--- src/rtl/fpu_decode_queue.sv ---
// fpu_decode_queue
// FP instruction decode stage for the FPU front end. Raw 32-bit F/D-extension
// instructions arrive over a valid/ready handshake, are decoded into a
// micro-op record (operation, format, register fields, resolved rounding mode,
// load/store offset, class, illegal flag) and buffered in a QDEPTH-entry FIFO
// that the FPU issue logic drains.
//
// Parameters:
//   FLEN    32 = F only, 64 = F+D (double format, FLD/FSD, FCVT.S.D/FCVT.D.S)
//   QDEPTH  FIFO entries, power of two, at least 2
// Ports:
//   clk, rst            clock, synchronous active-high reset
//   flush               drop all queued entries, blocks a same-cycle push
//   in_valid/in_ready   instruction handshake (instr, frm sampled on push)
//   out_valid/out_ready head-entry handshake
//   op, fmt, rd, rs1, rs2, rs3, rm, imm, cls, illegal   head record
//   illegal_cnt         saturating count of illegal pushes
module fpu_decode_queue #(
  parameter int FLEN   = 32,
  parameter int QDEPTH = 2
) (
  input  logic        clk,
  input  logic        rst,
  input  logic        flush,
  input  logic        in_valid,
  output logic        in_ready,
  input  logic [31:0] instr,
  input  logic [2:0]  frm,
  output logic        out_valid,
  input  logic        out_ready,
  output logic [4:0]  op,
  output logic        fmt,
  output logic [4:0]  rd,
  output logic [4:0]  rs1,
  output logic [4:0]  rs2,
  output logic [4:0]  rs3,
  output logic [2:0]  rm,
  output logic [11:0] imm,
  output logic [1:0]  cls,
  output logic        illegal,
  output logic [15:0] illegal_cnt
);

  localparam int PW = $clog2(QDEPTH);
  localparam int CW = PW + 1;

  typedef enum logic [4:0] {
    OP_NONE    = 5'd0,  OP_LOAD    = 5'd1,  OP_STORE   = 5'd2,
    OP_MADD    = 5'd3,  OP_MSUB    = 5'd4,  OP_NMSUB   = 5'd5,
    OP_NMADD   = 5'd6,  OP_ADD     = 5'd7,  OP_SUB     = 5'd8,
    OP_MUL     = 5'd9,  OP_DIV     = 5'd10, OP_SQRT    = 5'd11,
    OP_SGNJ    = 5'd12, OP_SGNJN   = 5'd13, OP_SGNJX   = 5'd14,
    OP_MIN     = 5'd15, OP_MAX     = 5'd16, OP_CVT_W   = 5'd17,
    OP_CVT_WU  = 5'd18, OP_CVT_F_W = 5'd19, OP_CVT_F_WU = 5'd20,
    OP_MV_X_F  = 5'd21, OP_CLASS   = 5'd22, OP_MV_F_X  = 5'd23,
    OP_EQ      = 5'd24, OP_LT      = 5'd25, OP_LE      = 5'd26,
    OP_CVT_S_D = 5'd27, OP_CVT_D_S = 5'd28
  } op_e;

  typedef struct packed {
    op_e         op;
    logic        fmt;
    logic [4:0]  rd;
    logic [4:0]  rs1;
    logic [4:0]  rs2;
    logic [4:0]  rs3;
    logic [2:0]  rm;
    logic [11:0] imm;
    logic [1:0]  cls;
    logic        illegal;
  } rec_t;

  logic [6:0] f_opc;
  logic [4:0] f_rd, f_rs1, f_rs2, f_funct5;
  logic [2:0] f_funct3, rm_res;
  logic [1:0] f_fmt;
  logic       fmt_ok, use_rm, bad;
  rec_t       dec;

  assign f_opc    = instr[6:0];
  assign f_rd     = instr[11:7];
  assign f_funct3 = instr[14:12];
  assign f_rs1    = instr[19:15];
  assign f_rs2    = instr[24:20];
  assign f_fmt    = instr[26:25];
  assign f_funct5 = instr[31:27];
  assign rm_res   = (f_funct3 == 3'b111) ? frm : f_funct3;
  assign fmt_ok   = (f_fmt == 2'b00) || ((f_fmt == 2'b01) && (FLEN == 64));

  // Decode: pick the op and the operand fields it actually uses, then collapse
  // the whole record to the canonical illegal form if any rule was broken.
  always_comb begin
    dec    = '0;
    use_rm = 1'b0;
    bad    = 1'b0;
    case (f_opc)
      7'b0000111, 7'b0100111: begin
        if (f_opc[5]) begin
          dec.op  = OP_STORE;
          dec.cls = 2'b10;
          dec.rs2 = f_rs2;
          dec.imm = {instr[31:25], instr[11:7]};
        end else begin
          dec.op  = OP_LOAD;
          dec.cls = 2'b01;
          dec.rd  = f_rd;
          dec.imm = instr[31:20];
        end
        dec.rs1 = f_rs1;
        if (f_funct3 == 3'b010)                       dec.fmt = 1'b0;
        else if (f_funct3 == 3'b011 && FLEN == 64)    dec.fmt = 1'b1;
        else                                          bad = 1'b1;
      end
      7'b1000011, 7'b1000111, 7'b1001011, 7'b1001111: begin
        case (f_opc[3:2])
          2'b00:   dec.op = OP_MADD;
          2'b01:   dec.op = OP_MSUB;
          2'b10:   dec.op = OP_NMSUB;
          default: dec.op = OP_NMADD;
        endcase
        dec.cls = 2'b11;
        dec.fmt = f_fmt[0];
        dec.rd  = f_rd;
        dec.rs1 = f_rs1;
        dec.rs2 = f_rs2;
        dec.rs3 = f_funct5;
        use_rm  = 1'b1;
        bad     = !fmt_ok;
      end
      7'b1010011: begin
        dec.cls = 2'b11;
        dec.fmt = f_fmt[0];
        dec.rd  = f_rd;
        dec.rs1 = f_rs1;
        bad     = !fmt_ok;
        case (f_funct5)
          5'b00000, 5'b00001, 5'b00010, 5'b00011: begin
            case (f_funct5[1:0])
              2'b00:   dec.op = OP_ADD;
              2'b01:   dec.op = OP_SUB;
              2'b10:   dec.op = OP_MUL;
              default: dec.op = OP_DIV;
            endcase
            dec.rs2 = f_rs2;
            use_rm  = 1'b1;
          end
          5'b01011: begin
            dec.op = OP_SQRT;
            use_rm = 1'b1;
            if (f_rs2 != 5'd0) bad = 1'b1;
          end
          5'b00100: begin
            dec.rs2 = f_rs2;
            case (f_funct3)
              3'b000:  dec.op = OP_SGNJ;
              3'b001:  dec.op = OP_SGNJN;
              3'b010:  dec.op = OP_SGNJX;
              default: bad = 1'b1;
            endcase
          end
          5'b00101: begin
            dec.rs2 = f_rs2;
            case (f_funct3)
              3'b000:  dec.op = OP_MIN;
              3'b001:  dec.op = OP_MAX;
              default: bad = 1'b1;
            endcase
          end
          5'b11000, 5'b11010: begin
            use_rm = 1'b1;
            if (f_rs2 == 5'd0)      dec.op = f_funct5[1] ? OP_CVT_F_W  : OP_CVT_W;
            else if (f_rs2 == 5'd1) dec.op = f_funct5[1] ? OP_CVT_F_WU : OP_CVT_WU;
            else                    bad = 1'b1;
          end
          5'b11100: begin
            if (f_rs2 != 5'd0)                              bad = 1'b1;
            else if (f_funct3 == 3'b000 && f_fmt == 2'b00)  dec.op = OP_MV_X_F;
            else if (f_funct3 == 3'b001)                    dec.op = OP_CLASS;
            else                                            bad = 1'b1;
          end
          5'b11110: begin
            dec.op = OP_MV_F_X;
            if (f_funct3 != 3'b000 || f_rs2 != 5'd0 || f_fmt != 2'b00) bad = 1'b1;
          end
          5'b10100: begin
            dec.rs2 = f_rs2;
            case (f_funct3)
              3'b010:  dec.op = OP_EQ;
              3'b001:  dec.op = OP_LT;
              3'b000:  dec.op = OP_LE;
              default: bad = 1'b1;
            endcase
          end
          5'b01000: begin
            // Cross-format conversions exist only when the D extension does.
            use_rm = 1'b1;
            if (f_fmt == 2'b00 && f_rs2 == 5'd1)      dec.op = OP_CVT_S_D;
            else if (f_fmt == 2'b01 && f_rs2 == 5'd0) dec.op = OP_CVT_D_S;
            else                                      bad = 1'b1;
            if (FLEN != 64) bad = 1'b1;
          end
          default: bad = 1'b1;
        endcase
      end
      default: bad = 1'b1;
    endcase
    if (use_rm) begin
      dec.rm = rm_res;
      if (rm_res == 3'b101 || rm_res == 3'b110) bad = 1'b1;
    end
    if (bad) begin
      dec         = '0;
      dec.illegal = 1'b1;
    end
  end

  rec_t          mem [QDEPTH];
  rec_t          head;
  logic [PW-1:0] wr_ptr, rd_ptr;
  logic [CW-1:0] count;
  logic          push, pop;

  assign in_ready  = (count != CW'(QDEPTH)) && !rst;
  assign out_valid = (count != '0);
  assign push      = in_valid && in_ready && !flush;
  assign pop       = out_valid && out_ready;

  // Storage carries no reset; empty-queue outputs are forced to zero below.
  always_ff @(posedge clk) begin
    if (push) mem[wr_ptr] <= dec;
  end

  always_ff @(posedge clk) begin
    if (rst) begin
      wr_ptr      <= '0;
      rd_ptr      <= '0;
      count       <= '0;
      illegal_cnt <= '0;
    end else if (flush) begin
      wr_ptr <= '0;
      rd_ptr <= '0;
      count  <= '0;
    end else begin
      if (push) wr_ptr <= wr_ptr + PW'(1);
      if (pop)  rd_ptr <= rd_ptr + PW'(1);
      if (push && !pop)      count <= count + CW'(1);
      else if (pop && !push) count <= count - CW'(1);
      if (push && dec.illegal && illegal_cnt != 16'hFFFF)
        illegal_cnt <= illegal_cnt + 16'd1;
    end
  end

  assign head    = out_valid ? mem[rd_ptr] : '0;
  assign op      = head.op;
  assign fmt     = head.fmt;
  assign rd      = head.rd;
  assign rs1     = head.rs1;
  assign rs2     = head.rs2;
  assign rs3     = head.rs3;
  assign rm      = head.rm;
  assign imm     = head.imm;
  assign cls     = head.cls;
  assign illegal = head.illegal;

endmodule

--- config.mk ---
export PLATFORM = sky130hd
export DESIGN_NAME = fpu_decode_queue
export DESIGN_NICKNAME = d
export VERILOG_FILES = /design/src/rtl/fpu_decode_queue.sv
export SDC_FILE = /design/constraint.sdc
export NUM_CORES = 1
export LEC_CHECK = 0
export BUFFER_PORTS_ARGS = -buffer_cell sky130_fd_sc_hd__buf_2
export CORE_MARGIN = 1.5
export CORE_UTILIZATION = 30
export CTS_BUF_LIST = sky130_fd_sc_hd__clkbuf_8
export CTS_CLUSTER_DIAMETER = 80
export CTS_CLUSTER_SIZE = 20
export DETAILED_ROUTE_END_ITERATION = 8
export HOLD_SLACK_MARGIN = 0.15
export PLACE_DENSITY = 0.5
export SYNTH_ARGS = -nofsm -noshare
export SYNTH_HDL_FRONTEND = slang
export SYNTH_SLANG_ARGS = --single-unit
--- constraint.sdc ---
create_clock -name clk -period 3.5 [get_ports clk]
set_input_delay 0.35 -clock clk [delete_from_list [all_inputs] [get_ports clk]]
set_output_delay 0.35 -clock clk [all_outputs]
set_load 0.05 [all_outputs]
==> flow_summary_export.csv <==
group,metric,value,unit
routing,wl,15300,um
run_status,status,"finished with violations",
critical_path,r2r_end,"illegal_cnt[10]",
clock_network,htreeDepth,3,
layout,synthToLayoutAreaGrowth,18.5,%
critical_path,critPathSlowestCell,"or4_1",
logic_synthesis,synth_cells,509,
routing,dr.pass1.iters,7,
placed_design,gp_congestion,0.929,
logic_synthesis,ys.flop_type,"edfxtp_1",
logic_synthesis,yosysMostFrequentCell,"edfxtp_1",
logic_synthesis,synth_top_area_share,47.3,%
logic_synthesis,yosysWarnings,0,
power,ir_drop,0.212,mV
critical_path,worstPathRequired,3760,ps
logic_synthesis,netlist_area,0.00559,mm^2
critical_path,rr_startpoint,"count[0]",
timing,tightest_slew,813,ps
routing,antenna_left,0,
floorplanning,die_w,139,um
flow_run,drv_cap,0,
critical_path,r2r_cells,6,
timing,rsz0062_at_grt,"false",
global_route,grt_pass1_vias,4395,
logic_synthesis,async_flop_share,0,%
timing,fin_crit,2920,ps
clock_network,clock_latency,390,ps
routing,drt-initial-drc-count,477,
timing,slew_violations,0,
timing,fin_skew,12.7,ps
critical_path,crit_type,"in -> reg",
clock_network,cts_tree,"yes",
timing,relSlewSlack,45.8,%
clock_network,cts_inserted_buffers,9,
logic_synthesis,synthTopCellsByCount,"88 x edfxtp_1, 77 x nor2_1, 50 x mux2i_1",
timing,hold_ws,203,ps
logic_synthesis,synth_top_area_cell,"edfxtp_1",
critical_path,crit_end,"mem[0][24]",
power,power_density,406,mW/mm^2
global_route,grt_usage,16.0,%
layout,fillers,1795,
logic_synthesis,syn_avg_cell_area,11.0,um^2
critical_path,cp_max_fo,12,
timing,finalHoldViolCount,0,
logic_synthesis,ys_ff_latch,109,
clock_network,cts_root_buf,"clkbuf_8",
global_route,grt_overflow,0,
power,total_power,2.69,mW
routing,vias,4357,
critical_path,slowest_delay,530,ps
logic_synthesis,synth_seq_area_share,54.8,%
clock_network,cts.sink_count,109,
global_route,grt_max_degree,45,
critical_path,start_kind,"input pin",
logic_synthesis,ys_types,66,
critical_path,cp_cell_sequence,"buf_2 -> inv_1 -> ha_1 -> buf_4 -> or4_1 -> and2_1 -> a221oi_2 -> o31a_2 -> and2_4 -> a21boi_1 -> and2_1",
critical_path,cp_common_cell,"and2_1",
run_status,failed_checks,"design-rule violations",
floorplanning,dieArea,0.0195,mm^2
timing,finalSetupViolCount,0,
critical_path,crit_arrival,3180,ps
timing,fin_crit_sh,83.5,%
floorplanning,pin_count,102,
worst_hold_path,hold_depth,2,
routing,drc_errors,5,
global_route,grt_pass1_wl,24100,um
floorplanning,fp-row-count,49,
floorplanning,die_h,139,um
critical_path,end_kind,"flop",
layout,multi_input_area,0.00237,mm^2
timing,fmax,342,MHz
routing,viasPerCell,5.17,
clock_network,cts_hold_buffers,0,
placed_design,portBuffers,101,
layout,regArea,0.00306,mm^2
worst_hold_path,hold_class,"in -> reg",
routing,routedWlPerCell,18.1,um
clock_network,cts_setup_buffers,0,
clock_network,clk_pin_slew,110,ps
critical_path,rrSetupSlack,1160,ps
floorplanning,start_util,30.9,%
placed_design,dp_hpwl,10900,um
timing,fin_tns_setup,0,ps
layout,final_layout_size_suffix_gt1_share,24.1,%
logic_synthesis,synthTopCellsByArea,"edfxtp_1 47%, mux2i_1 9.0%, dfxtp_1 7.5%, nor2_1 5.2%, ha_1 2.7%",
layout,antenna_cells,0,
power,p_leak,2.39,nW
clock_network,clockBufferDepth,2,
logic_synthesis,synth_edf_count,88,
global_route,antenna_found_initial,0,
layout,finalNetCount,661,
critical_path,worstSetupStartpoint,"instr[27]",
floorplanning,coreArea,0.0181,mm^2
clock_network,cts-resized-gates,0,
-- power by group --
| part | switching, mW | leakage [nW] | internal (mW) |
|---|---|---|---|
| Combinational | 0.279 | 1.44 | 0.100 |
| Clock | 0.474 | 0.119 | 0.415 |
| Sequential | 0.00940 | 0.834 | 1.41 |
-- cell type report --
cell class                 count  share of cell area (%)
sequential                   109                    46.3
clock inverter                 7                    1.61
clock buffer                   9                    1.87
multi-input combinational    359                    35.8
tap                          229                    4.33
timing repair buffer         117                    9.44
inverter                      13                   0.737
-- state kept, by name, indices dropped and copies added (netlist names), named ones only --
register,flops
count,2
illegal_cnt,16
mem,88
rd_ptr,1
wr_ptr,1
-- worst max-delay path: cells and delay by family --
kind	cells	cell delay [ps]
AOI/OAI and AO/OA	3	1020
adders and majority gates	1	240
buffers and inverters	3	370
and+or+nand+nor	4	1190
-- routing by layer --
metal	up-vias	wire, um	global-route usage, %
met2	144	7000	25.1
met3	29	835	3.03
met5	-	0	0
li1	2091	-	-
met4	0	390	7.45
met1	2093	7030	21.5
-- cell usage in the layout, fill, tap and decap left out, drive strengths merged, types with 5 or more instances in the layout --
master,n
and2,19
clkbuf,9
ha,12
xor2,6
o21ai,12
nand3,19
a21oi,21
or3,7
nor3,16
mux2i,50
o41ai,6
nor4,5
and3,13
edfxtp,88
nand2,24
buf,117
dfxtp,21
nor2,77
inv,17
o31ai,5
nand2b,5
or4,6
-- worst min-delay path by stage --
stage                          from         endpoint
detailed placement  illegal_cnt[15]  illegal_cnt[15]
global placement    illegal_cnt[15]  illegal_cnt[15]
floorplan                     flush           wr_ptr
CTS                           flush             flop
global route                  flush             flop
finish                        flush         count[1]
-- through the flow --
stage	instance area [um^2]	worst slack, ps	cells	utilization (%)
floorplan	5590	380	510	-
global placement	6390	243	827	35.4
detailed placement	6390	190	827	35.4
global route	6620	430	843	36.6
finish	6620	577	843	36.6
CTS	6620	608	843	36.6
-- cell families after synthesis --
logic type,count (synthesis),share of synthesized area (%)
flops,109,54.8
simple gates,211,19.2
compound gates,74,9.47
xor+xnor,9,1.41
other cells,1,0.0671
mux,51,9.16
buf+inv,42,3.18
fa+ha+maj,12,2.69
(Power assumes the default switching activity.)
